--- src/rtl/mem_arbiter.sv ---
// Round-robin arbiter sharing one single-port synchronous RAM between two bus masters.
// Each granted transaction is sequenced IDLE -> ACCESS -> [WAIT] -> RESP to absorb the RAM read latency.
module mem_arbiter #(
    parameter int AW     = 32,
    parameter int DW     = 32,
    parameter int RD_LAT = 1
) (
    input  logic          clk,
    input  logic          rst,
    input  logic          m0_read,
    input  logic          m0_write,
    input  logic [AW-1:0] m0_address,
    input  logic [DW-1:0] m0_dout,
    output logic [DW-1:0] m0_din,
    output logic          m0_ready,
    input  logic          m1_read,
    input  logic          m1_write,
    input  logic [AW-1:0] m1_address,
    input  logic [DW-1:0] m1_dout,
    output logic [DW-1:0] m1_din,
    output logic          m1_ready,
    output logic          ram_en,
    output logic          ram_we,
    output logic [AW-1:0] ram_addr,
    output logic [DW-1:0] ram_wdata,
    input  logic [DW-1:0] ram_rdata,
    output logic [1:0]    grant,
    output logic          busy
);

    typedef enum logic [1:0] {IDLE, ACCESS, WAIT, RESP} state_t;

    state_t        state_q, state_d;
    logic          last_grant_q, last_grant_d;   // 1 = m1 was served last
    logic [1:0]    grant_q, grant_d;
    logic          op_q, op_d;                   // 1 = write
    logic [3:0]    cnt_q, cnt_d;
    logic          ram_en_q, ram_en_d;
    logic          ram_we_q, ram_we_d;
    logic [AW-1:0] ram_addr_q, ram_addr_d;
    logic [DW-1:0] ram_wdata_q, ram_wdata_d;
    logic          m0_ready_q, m0_ready_d;
    logic          m1_ready_q, m1_ready_d;
    logic [DW-1:0] m0_din_q, m0_din_d;
    logic [DW-1:0] m1_din_q, m1_din_d;

    logic req0, req1, pick1;

    assign req0  = m0_read | m0_write;
    assign req1  = m1_read | m1_write;
    // On a tie the port that was not served last wins.
    assign pick1 = req1 & (~req0 | ~last_grant_q);

    always_comb begin
        // NOTE: every signal gets a default before the case so no path leaves it unassigned (no latch).
        state_d      = state_q;
        last_grant_d = last_grant_q;
        grant_d      = grant_q;
        op_d         = op_q;
        cnt_d        = cnt_q;
        ram_en_d     = 1'b0;
        ram_we_d     = 1'b0;
        ram_addr_d   = ram_addr_q;
        ram_wdata_d  = ram_wdata_q;
        m0_ready_d   = 1'b0;
        m1_ready_d   = 1'b0;
        m0_din_d     = m0_din_q;
        m1_din_d     = m1_din_q;

        case (state_q)
            IDLE: begin
                if (req0 || req1) begin
                    grant_d      = pick1 ? 2'b10 : 2'b01;
                    last_grant_d = pick1;
                    op_d         = pick1 ? m1_write : m0_write;
                    ram_addr_d   = pick1 ? m1_address : m0_address;
                    ram_wdata_d  = pick1 ? m1_dout : m0_dout;
                    ram_en_d     = 1'b1;
                    ram_we_d     = op_d;
                    state_d      = ACCESS;
                end
            end
            ACCESS: begin
                if (op_q) begin
                    m0_ready_d = grant_q[0];
                    m1_ready_d = grant_q[1];
                    state_d    = RESP;
                end else begin
                    cnt_d   = 4'(RD_LAT);
                    state_d = WAIT;
                end
            end
            WAIT: begin
                cnt_d = cnt_q - 4'd1;
                if (cnt_q == 4'd1) begin
                    if (grant_q[1]) m1_din_d = ram_rdata;
                    else            m0_din_d = ram_rdata;
                    m0_ready_d = grant_q[0];
                    m1_ready_d = grant_q[1];
                    state_d    = RESP;
                end
            end
            RESP: begin
                grant_d = 2'b00;
                state_d = IDLE;
            end
            default: state_d = IDLE;
        endcase
    end

    // NOTE: sequential state uses non-blocking assignments so all flops update together at the edge.
    always_ff @(posedge clk or posedge rst) begin
        if (rst) begin
            state_q      <= IDLE;
            last_grant_q <= 1'b1;
            grant_q      <= 2'b00;
            op_q         <= 1'b0;
            cnt_q        <= 4'd0;
            ram_en_q     <= 1'b0;
            ram_we_q     <= 1'b0;
            ram_addr_q   <= '0;
            ram_wdata_q  <= '0;
            m0_ready_q   <= 1'b0;
            m1_ready_q   <= 1'b0;
            m0_din_q     <= '0;
            m1_din_q     <= '0;
        end else begin
            state_q      <= state_d;
            last_grant_q <= last_grant_d;
            grant_q      <= grant_d;
            op_q         <= op_d;
            cnt_q        <= cnt_d;
            ram_en_q     <= ram_en_d;
            ram_we_q     <= ram_we_d;
            ram_addr_q   <= ram_addr_d;
            ram_wdata_q  <= ram_wdata_d;
            m0_ready_q   <= m0_ready_d;
            m1_ready_q   <= m1_ready_d;
            m0_din_q     <= m0_din_d;
            m1_din_q     <= m1_din_d;
        end
    end

    assign ram_en    = ram_en_q;
    assign ram_we    = ram_we_q;
    assign ram_addr  = ram_addr_q;
    assign ram_wdata = ram_wdata_q;
    assign m0_ready  = m0_ready_q;
    assign m1_ready  = m1_ready_q;
    assign m0_din    = m0_din_q;
    assign m1_din    = m1_din_q;
    assign grant     = grant_q;
    assign busy      = (state_q != IDLE);

endmodule

--- config.mk ---
export PLATFORM = sky130hd
export DESIGN_NAME = mem_arbiter
export DESIGN_NICKNAME = d
export VERILOG_FILES = /design/src/rtl/mem_arbiter.sv
export SDC_FILE = /design/constraint.sdc
export NUM_CORES = 1
export LEC_CHECK = 0
export BUFFER_PORTS_ARGS = -buffer_cell sky130_fd_sc_hd__buf_2
export CAP_MARGIN = 25
export CORE_MARGIN = 3
export CORE_UTILIZATION = 40
export CTS_CLUSTER_SIZE = 10
export DETAILED_ROUTE_END_ITERATION = 6
export PLACE_DENSITY = 0.81
export SLEW_MARGIN = 40
export SYNTH_ARGS = -nofsm -noshare
export SYNTH_HDL_FRONTEND = slang
export SYNTH_SLANG_ARGS = --single-unit
--- constraint.sdc ---
create_clock -name clk -period 5.9 [get_ports clk]
set_clock_uncertainty 0.05 [all_clocks]
set_input_delay 1.18 -clock clk [delete_from_list [all_inputs] [get_ports clk]]
set_output_delay 1.18 -clock clk [all_outputs]
set_load 0.02 [all_outputs]
Word level (Yosys, flattened, before mapping):

Index checks and enable logic that the tools add are counted.

* register bits after elaboration: 142
* input bits: 166
* output and inout bits: 135
* logic and storage cells: 61

* add/sub/neg operators: 1
* equality and inequality tests: 7
* muxes and demuxes: 22
* bitwise logic cells: 7
* reduce and logical (&&, ||, !) cells: 11

Operator list (count)
* two-way mux 32 bit: 2
* two-way mux 1 bit: 10
* two-way mux 2 bit: 4
* one-hot mux 2 bit (4 select lines): 1
* one-hot mux 4 bit (2 select lines): 1
* AND reduction 2 bit: 4
* != test 2 bit (second input constant): 3
* AND reduction 3 bit: 2
* nonzero test 2 bit: 3
* == test 2 bit (second input constant): 2
* == test 4 x 1 -> 1 bit (second input constant): 1
* two-way mux 4 bit: 1
* one-hot mux 1 bit (2 select lines): 2
* one-hot mux 2 bit (2 select lines): 1
* subtractor 4 x 1 -> 4 bit (second input constant): 1
* inverter 1 bit: 3
* bitwise OR 1 bit: 3
* == test 2 x 1 -> 1 bit (second input constant): 1
* zero test 2 bit: 1
* bitwise AND 1 bit: 1
* logical OR 1 bit: 1

Longest topological paths before layout:

Gate-level depths: netlist of the first run.

* depth in word-level cells: 7
* gate-level depth with buffers: 8
* mapped depth without buffers: 5

Worst setup path before layout of the first run:

OpenSTA, ideal clock, no wires.

* path type: in2reg
* start point: input m1_read
* end point: register ram_addr_q[0], in the netlist ram_addr[0]
* library setup time: 0.126 ns
* arrival: 2.102 ns
* data required time: 5.724 ns
* slack: 3.622 ns
* stages: 5
* buffers on the path: 2
* path through: o21a_1 -> and2_1 -> buf_6 -> buf_6 -> a221o_1

* word-level cells in the longest chain between the ends: 3
* elaborated cells between the ends (all ways): 5
* classes of those cells: mux: 1; bitwise: 2; reduce/logical: 2

RTL lines
* from (decl): RTL line 16 `input logic m1_read,`
* bitwise OR 1 bit (*): RTL line 50 `assign req1 = m1_read | m1_write;`
* bitwise AND 1 bit / logical OR 1 bit (equally long branches): RTL line 52, 72
* two-way mux 32 bit / AND reduction 2 bit (equally long branches)
* to (signal assigned): RTL line 135 `ram_addr_q <= ram_addr_d;`
* to (decl): RTL line 40 `logic [AW-1:0] ram_addr_q, ram_addr_d;`

Every way passes the cells marked *; elsewhere a longest branch is shown, timed or not.
A chain may end at the register's enable or synchronous reset.

Final worst setup path of the first run:

* start point: register state_q[0]
* end point: output busy

* word-level cells in the longest chain between the ends: 1

RTL lines
* from (decl): RTL line 33 `state_t state_q, state_d;`
* from (signal assigned): RTL line 128 `state_q <= state_d;`
* nonzero test 2 bit: RTL line 153 `assign busy = (state_q != IDLE);`
* to (decl): RTL line 28 `output logic busy`

Every way passes these cells.

==> results_dict.tcl, run 1 <==
set metrics [dict create \
    clk_path_buf_depth 2 \
    drive_gt1_frac 0.554 \
    postLayoutCellArea_um2 8220 \
    grt_pass1_vias 4626 \
    post_cts_resized 0 \
    postRouteAntennaNets 0 \
    holdBufCountCts 0 \
    hold_depth 1 \
    fin_cells 918 \
    fmax_mhz 348 \
    gr-usage-all-layers 0.185 \
    tns_ns 0 \
    ff2ff_path_depth 6 \
    antenna_found_initial 0 \
    synth_nets 598 \
    power_density_nw_per_um2 616 \
    core_area_um2 14700 \
    ir_drop_mv 0.273 \
    drt_iter0_markers 165 \
    worstMarginPinSlew_ns 0.750 \
    cts_buffers 17 \
    maxCapViolCount 0 \
    finalWeightedCongestion 0.783 \
    slowest_delay_ns 0.42 \
    reg2reg_setup_slack_ns 3.54 \
    syn_area_per_cell_um2 14.3 \
    die-area_um2 16800 \
    clk_pin_slew_ns 0.06 \
    finalCritPeriodShare 0.487 \
    wl_um 16100 \
    rows 44 \
    r2r_start "state_q[0]$_DFFE_PP0P_" \
    yosysUniqueCellTypes 37 \
    hold_viol 0 \
    cts_setup_buffers 0 \
    netlist_area_um2 6100 \
    yosysWarnings 0 \
    grt_first_pass_wirelength_um 24100 \
    r2r-end "m0_din[30]$_DFFE_PP0P_" \
    path_class "reg -> out" \
    firstDrtPassIters 5 \
    yosys-top-cells-area "dfrtp_1 (58%), a221o_1 (11%), mux2_4 (7.4%)" \
    worst_ep_arrival_time_ns 1.64 \
    ios 301 \
    power.leakage_nw 4.16 \
    numClockSinks 142 \
    fin_hold_ws_ns 0.439 \
    syn_inst 426 \
    hpwl_um 11800 \
    io_buffers 300 \
    tritoncts "built" \
    start_util 0.415 \
    hold_path_class "reg -> reg" \
    vias 4695 \
    cp-end-kind "primary output" \
    fp.dieW_um 129 \
    route.detailed.drc 0 \
    grt_max_degree 87 \
    die_h_um 129 \
    ys_ff_latch 142 \
    cp.required_ns 4.67 \
    period_needed_ns 2.87 \
    synth_top_area_share 0.579 \
    worst_slack_ns 3.03 \
    slew_headroom 0.500 \
    yosysSeqAreaShare 0.583 \
    path_cells "inv_1 > ha_1 > inv_1 > buf_2" \
    critPathMaxFanout 9 \
    drv_slew 0 \
    cts_root_buffer "clkbuf_16" \
    overflow 0 \
    dp.cells 886 \
    placed_area_um2 7660 \
    nNetsFinal 893 \
    crit_top_cell "inv_1" \
    htree_levels 4 \
    insertion_delay_ns 0.41 \
    place_ws_ns 3.17 \
    antenna_cells 0 \
    start_kind "register" \
    rsz0062_at_grt "no" \
    wl_per_cell_um 17.5 \
    crit_slowest_cell "dfrtp_1" \
    hold_start "m1_din[31]$_DFFE_PP0P_" \
    setup_viol_count_final 0 \
    yosysTopAreaCell "dfrtp_1" \
    outcome "finished, final reports clean" \
    area_delta_synth_final_pct 34.9 \
    holdPathEnd "m1_din[31]$_DFFE_PP0P_" \
    vias_per_cell 5.11 \
]
cells by family after synthesis:
kind of cell / synth area share
muxes: 0.140
buffers and inverters: 0.0414
AOI/OAI and AO/OA: 0.136
DFF: 0.583
adders and majority gates: 0.0123
and+or+nand+nor: 0.0870
per-layer routing:
layer | share of wire | vias to the layer above | wire length (µm) | GRT usage
met4 | 0.011 | 0 | 172 | 0.0593
met5 | 0 | - | 0 | 0
met3 | 0.083 | 17 | 1330 | 0.0503
met2 | 0.49 | 256 | 7820 | 0.299
met1 | 0.42 | 2250 | 6730 | 0.243
li1 | - | 2172 | - | -
where the power goes:
group,internal (W),switching (W),total [W]
combinational,0.00104,0.00129,0.00233
clock,0.000585,0.000423,0.00101
sequential,0.00146,0.000264,0.00173
total,0.00309,0.00197,0.00506
metrics by stage:
stage,utilization,power (W)
global route,0.559,0.00537
detailed placement,0.521,0.00409
floorplan,-,0.00335
CTS,0.559,0.00512
finish,0.559,0.00506
global placement,0.521,0.00401
synthesized netlist by cell type, drive strengths merged:
| cell type | n |
|---|---|
| nor2b | 1 |
| a21oi | 2 |
| clkbuf | 5 |
| a22oi | 2 |
| a211oi | 1 |
| nor4 | 1 |
| nand2b | 3 |
| and2 | 68 |
| inv | 9 |
| mux2 | 66 |
| o41ai | 1 |
| nor2 | 2 |
| a221o | 64 |
| o2bb2ai | 1 |
| dfrtp | 141 |
| a21bo | 1 |
| or3b | 1 |
| o21ai | 6 |
| and3b | 1 |
| a21o | 1 |
| nor3 | 3 |
| a22o | 3 |
| o21a | 2 |
| o21bai | 2 |
| and4bb | 1 |
| buf | 24 |
| nand2 | 3 |
| o31ai | 1 |
| dfstp | 1 |
| ha | 6 |
| a2111oi | 1 |
| nand3 | 2 |
flip-flops by register name (all words and copies together) (netlist names):
register,count
m0_ready,1
state_q,2
m1_ready,1
cnt_q,4
ram_we,1
m1_din,32
op_q,1
ram_en,1
last_grant_q,1
ram_wdata,32
grant,2
m0_din,32
ram_addr,32
layout by cell type (no fill, tap or decap), drive strengths merged, types with 2 or more instances in the layout:
master	netlist	routed
ha	6	6
inv	9	12
clkbuf	5	17
a21oi	2	2
nand3	2	2
a22oi	2	2
nand2	3	3
nor3	3	3
a22o	3	3
clkinv	0	8
o21bai	2	2
o21a	2	2
and2	68	68
clkinvlp	0	3
a221o	64	64
mux2	66	66
buf	24	305
dfrtp	141	141
nor2	2	2
nand2b	3	3
o21ai	6	6
worst max path at each step:
stage | start | endpoint | slack (ns) | depth (start not counted)
global route | state_q[0]$_DFFE_PP0P_ | busy | 2.94 | 4
CTS | state_q[0]$_DFFE_PP0P_ | busy | 3.01 | 4
floorplan | rst | cnt_q[0]$_DFFE_PP0P_ | 0.86 | 1
detailed placement | rst | ram_wdata[12]$_DFFE_PP0P_ | 3.17 | 3
finish | state_q[0]$_DFFE_PP0P_ | busy | 3.03 | 4
global placement | m1_read | ram_addr[0]$_DFFE_PP0P_ | 3.01 | 4
final cells by class:
class | instances | area, µm²
Tap cell | 184 | 230
Multi-Input combinational cell | 246 | 2300
Inverter | 9 | 38.8
Fill cell | 1190 | 6470
Sequential cell | 142 | 3550
Timing Repair Buffer | 305 | 1540
Clock inverter | 15 | 140
Clock buffer | 17 | 425
critical path: cells and delay by family (launching register included):
kind | cells | cell delay, ns
adder cells (fa/ha/maj) | 1 | 0.38
flip-flops | 1 | 0.42
buffers and inverters | 3 | 0.44
Power figures use the tool's default switching activity.
==> run 2: changes to the inputs <==
Clock period 5.9 ns to 2.66 ns, I/O delays scaled along.
==> run 2 against run 1 <==
- register-to-register slack worse by 3.0 ns
- highest routed layer unchanged
- first-iteration DRC count is 50% higher
- combinational power is 120% higher
==> results_dict.tcl, run 2 (synthesis results as in run 1) <==
set metrics [dict create \
    cp.required_ns 2.08 \
    overflow 0 \
    vias 4703 \
    power.leakage_nw 4.19 \
    crit_slowest_cell "dfrtp_1" \
    hpwl_um 12000 \
    cts_setup_buffers 0 \
    setup_viol_count_final 0 \
    dp.cells 891 \
    fp.dieW_um 129 \
    path_class "reg -> out" \
    route.detailed.drc 0 \
    wl_per_cell_um 17.8 \
    path_cells "inv_1 > ha_1 > inv_1 > buf_2" \
    tritoncts "built" \
    rows 44 \
    finalWeightedCongestion 0.772 \
    slowest_delay_ns 0.41 \
    insertion_delay_ns 0.40 \
    layout_common_cells "buf_2 (300), dfrtp_1 (141), and2_1 (65)" \
    grt-busiest-layer "met2" \
    area_delta_synth_final_pct 36.1 \
    hold_viol 0 \
    clk_path_buf_depth 2 \
    outcome "finished, final reports clean" \
    die_h_um 129 \
    drv_slew 0 \
    period_needed_ns 2.24 \
    cp-end-kind "primary output" \
    core_area_um2 14700 \
    clkPwrFrac 0.204 \
    fillers 1183 \
    fmax_mhz 447 \
    antenna_found_initial 0 \
    final_common_cell "buf_2" \
    power_density_nw_per_um2 1370 \
    worst_ep_arrival_time_ns 1.65 \
    ir_drop_mv 0.600 \
    ios 301 \
    power_frac_seq 0.336 \
    grt_use_met2 0.309 \
    maxCapViolCount 0 \
    grt_max_degree 84 \
    nNetsFinal 898 \
    clk_pin_slew_ns 0.06 \
    combPwrFrac 0.460 \
    firstDrtPassIters 4 \
    grt_first_pass_wirelength_um 24700 \
    cts_buffers 17 \
    tns_ns 0 \
    htree_levels 4 \
    post_cts_resized 0 \
    use_met3 0.0585 \
    crit_top_cell "inv_1" \
    grt_util_met1 0.242 \
    postRouteAntennaNets 0 \
    wl_um 16500 \
    hold_path_class "in -> async" \
    ff2ff_path_depth 6 \
    cts_root_buffer "clkbuf_16" \
    worstMarginPinSlew_ns 0.733 \
    io_buffers 300 \
    vias_per_cell 5.10 \
    holdBufCountCts 0 \
    antenna_cells 0 \
    p_sw_w 0.00440 \
    fin_cells 922 \
    rsz0062_at_grt "no" \
    drt_iter0_markers 248 \
    die-area_um2 16800 \
    numClockSinks 142 \
    start_util 0.415 \
    slew_headroom 0.512 \
    gr-usage-all-layers 0.189 \
    start_kind "register" \
    finalCritPeriodShare 0.841 \
    critPathMaxFanout 9 \
    switching_share 0.386 \
    cell_internal_pwr_w 0.00700 \
    drive_gt1_frac 0.556 \
    grt_pass1_vias 4705 \
]
-- run 2: changes by cell type in the layout (fill, tap and decap cells not counted), sizes merged --
cell / previous run / this run
inv: 12 / 11
clkbuf: 17 / 19
clkinvlp: 3 / 5
clkinv: 8 / 3
buf: 305 / 310
bufinv: 1 / 2
-- run 2: through the flow --
step	cell area, µm²	worst slack [ns]	util	hold slack, ns	power [W]
floorplan	6100	0.302	-	0.429	0.00743
finish	8300	0.423	0.565	0.178	0.0114
global placement	7720	0.652	0.525	0.421	0.00896
global route	8300	0.291	0.565	0.224	0.0121
CTS	8300	0.394	0.565	0.200	0.0115
detailed placement	7720	0.589	0.525	0.435	0.00912
-- run 2: layer usage --
layer / share of wire / up-vias / routed length, µm
li1: - / 2173 / -
met1: 0.42 / 2289 / 6920
met2: 0.48 / 224 / 7960
met3: 0.079 / 17 / 1300
met4: 0.016 / 0 / 269
met5: 0 / - / 0
-- run 2: worst paths after layout --
check	start	to	slack [ns]
setup / recovery	state_q[0]$_DFFE_PP0P_	busy	0.42
hold / removal	rst	m1_din[20]$_DFFE_PP0P_	0.18
setup reg to reg	state_q[0]$_DFFE_PP0P_	ram_addr[12]$_DFFE_PP0P_	0.57
hold reg to reg	m1_din[2]$_DFFE_PP0P_	m1_din[2]$_DFFE_PP0P_	0.44
max in group asynchronous	rst	ram_wdata[10]$_DFFE_PP0P_	1.72
min in group clk	m1_address[4]	ram_addr[4]$_DFFE_PP0P_	0.30
-- run 2: power by group through the flow --
stage | Sequential [W] | Combinational, W | Clock (W)
detailed placement | 0.00383 | 0.00529 | 0
finish | 0.00383 | 0.00524 | 0.00232
global route | 0.00396 | 0.00564 | 0.00248
floorplan | 0.00502 | 0.00241 | 0
global placement | 0.00382 | 0.00514 | 0
CTS | 0.00384 | 0.00530 | 0.00238
-- run 2: critical path, delay by kind of cell, from the launching register on --
family,cells,cell delay (ns)
adder cells (fa/ha/maj),1,0.39
flip-flops,1,0.41
buffers and inverters,3,0.44
-- run 2: cell type report --
cell class	count	area (µm²)	share of cell area
sequential	142	3550	0.428
multi-input combinational	246	2290	0.276
timing repair buffer	310	1600	0.193
clock buffer	19	443	0.0534
tap	184	230	0.0277
clock inverter	12	138	0.0166
inverter	9	37.5	0.00452
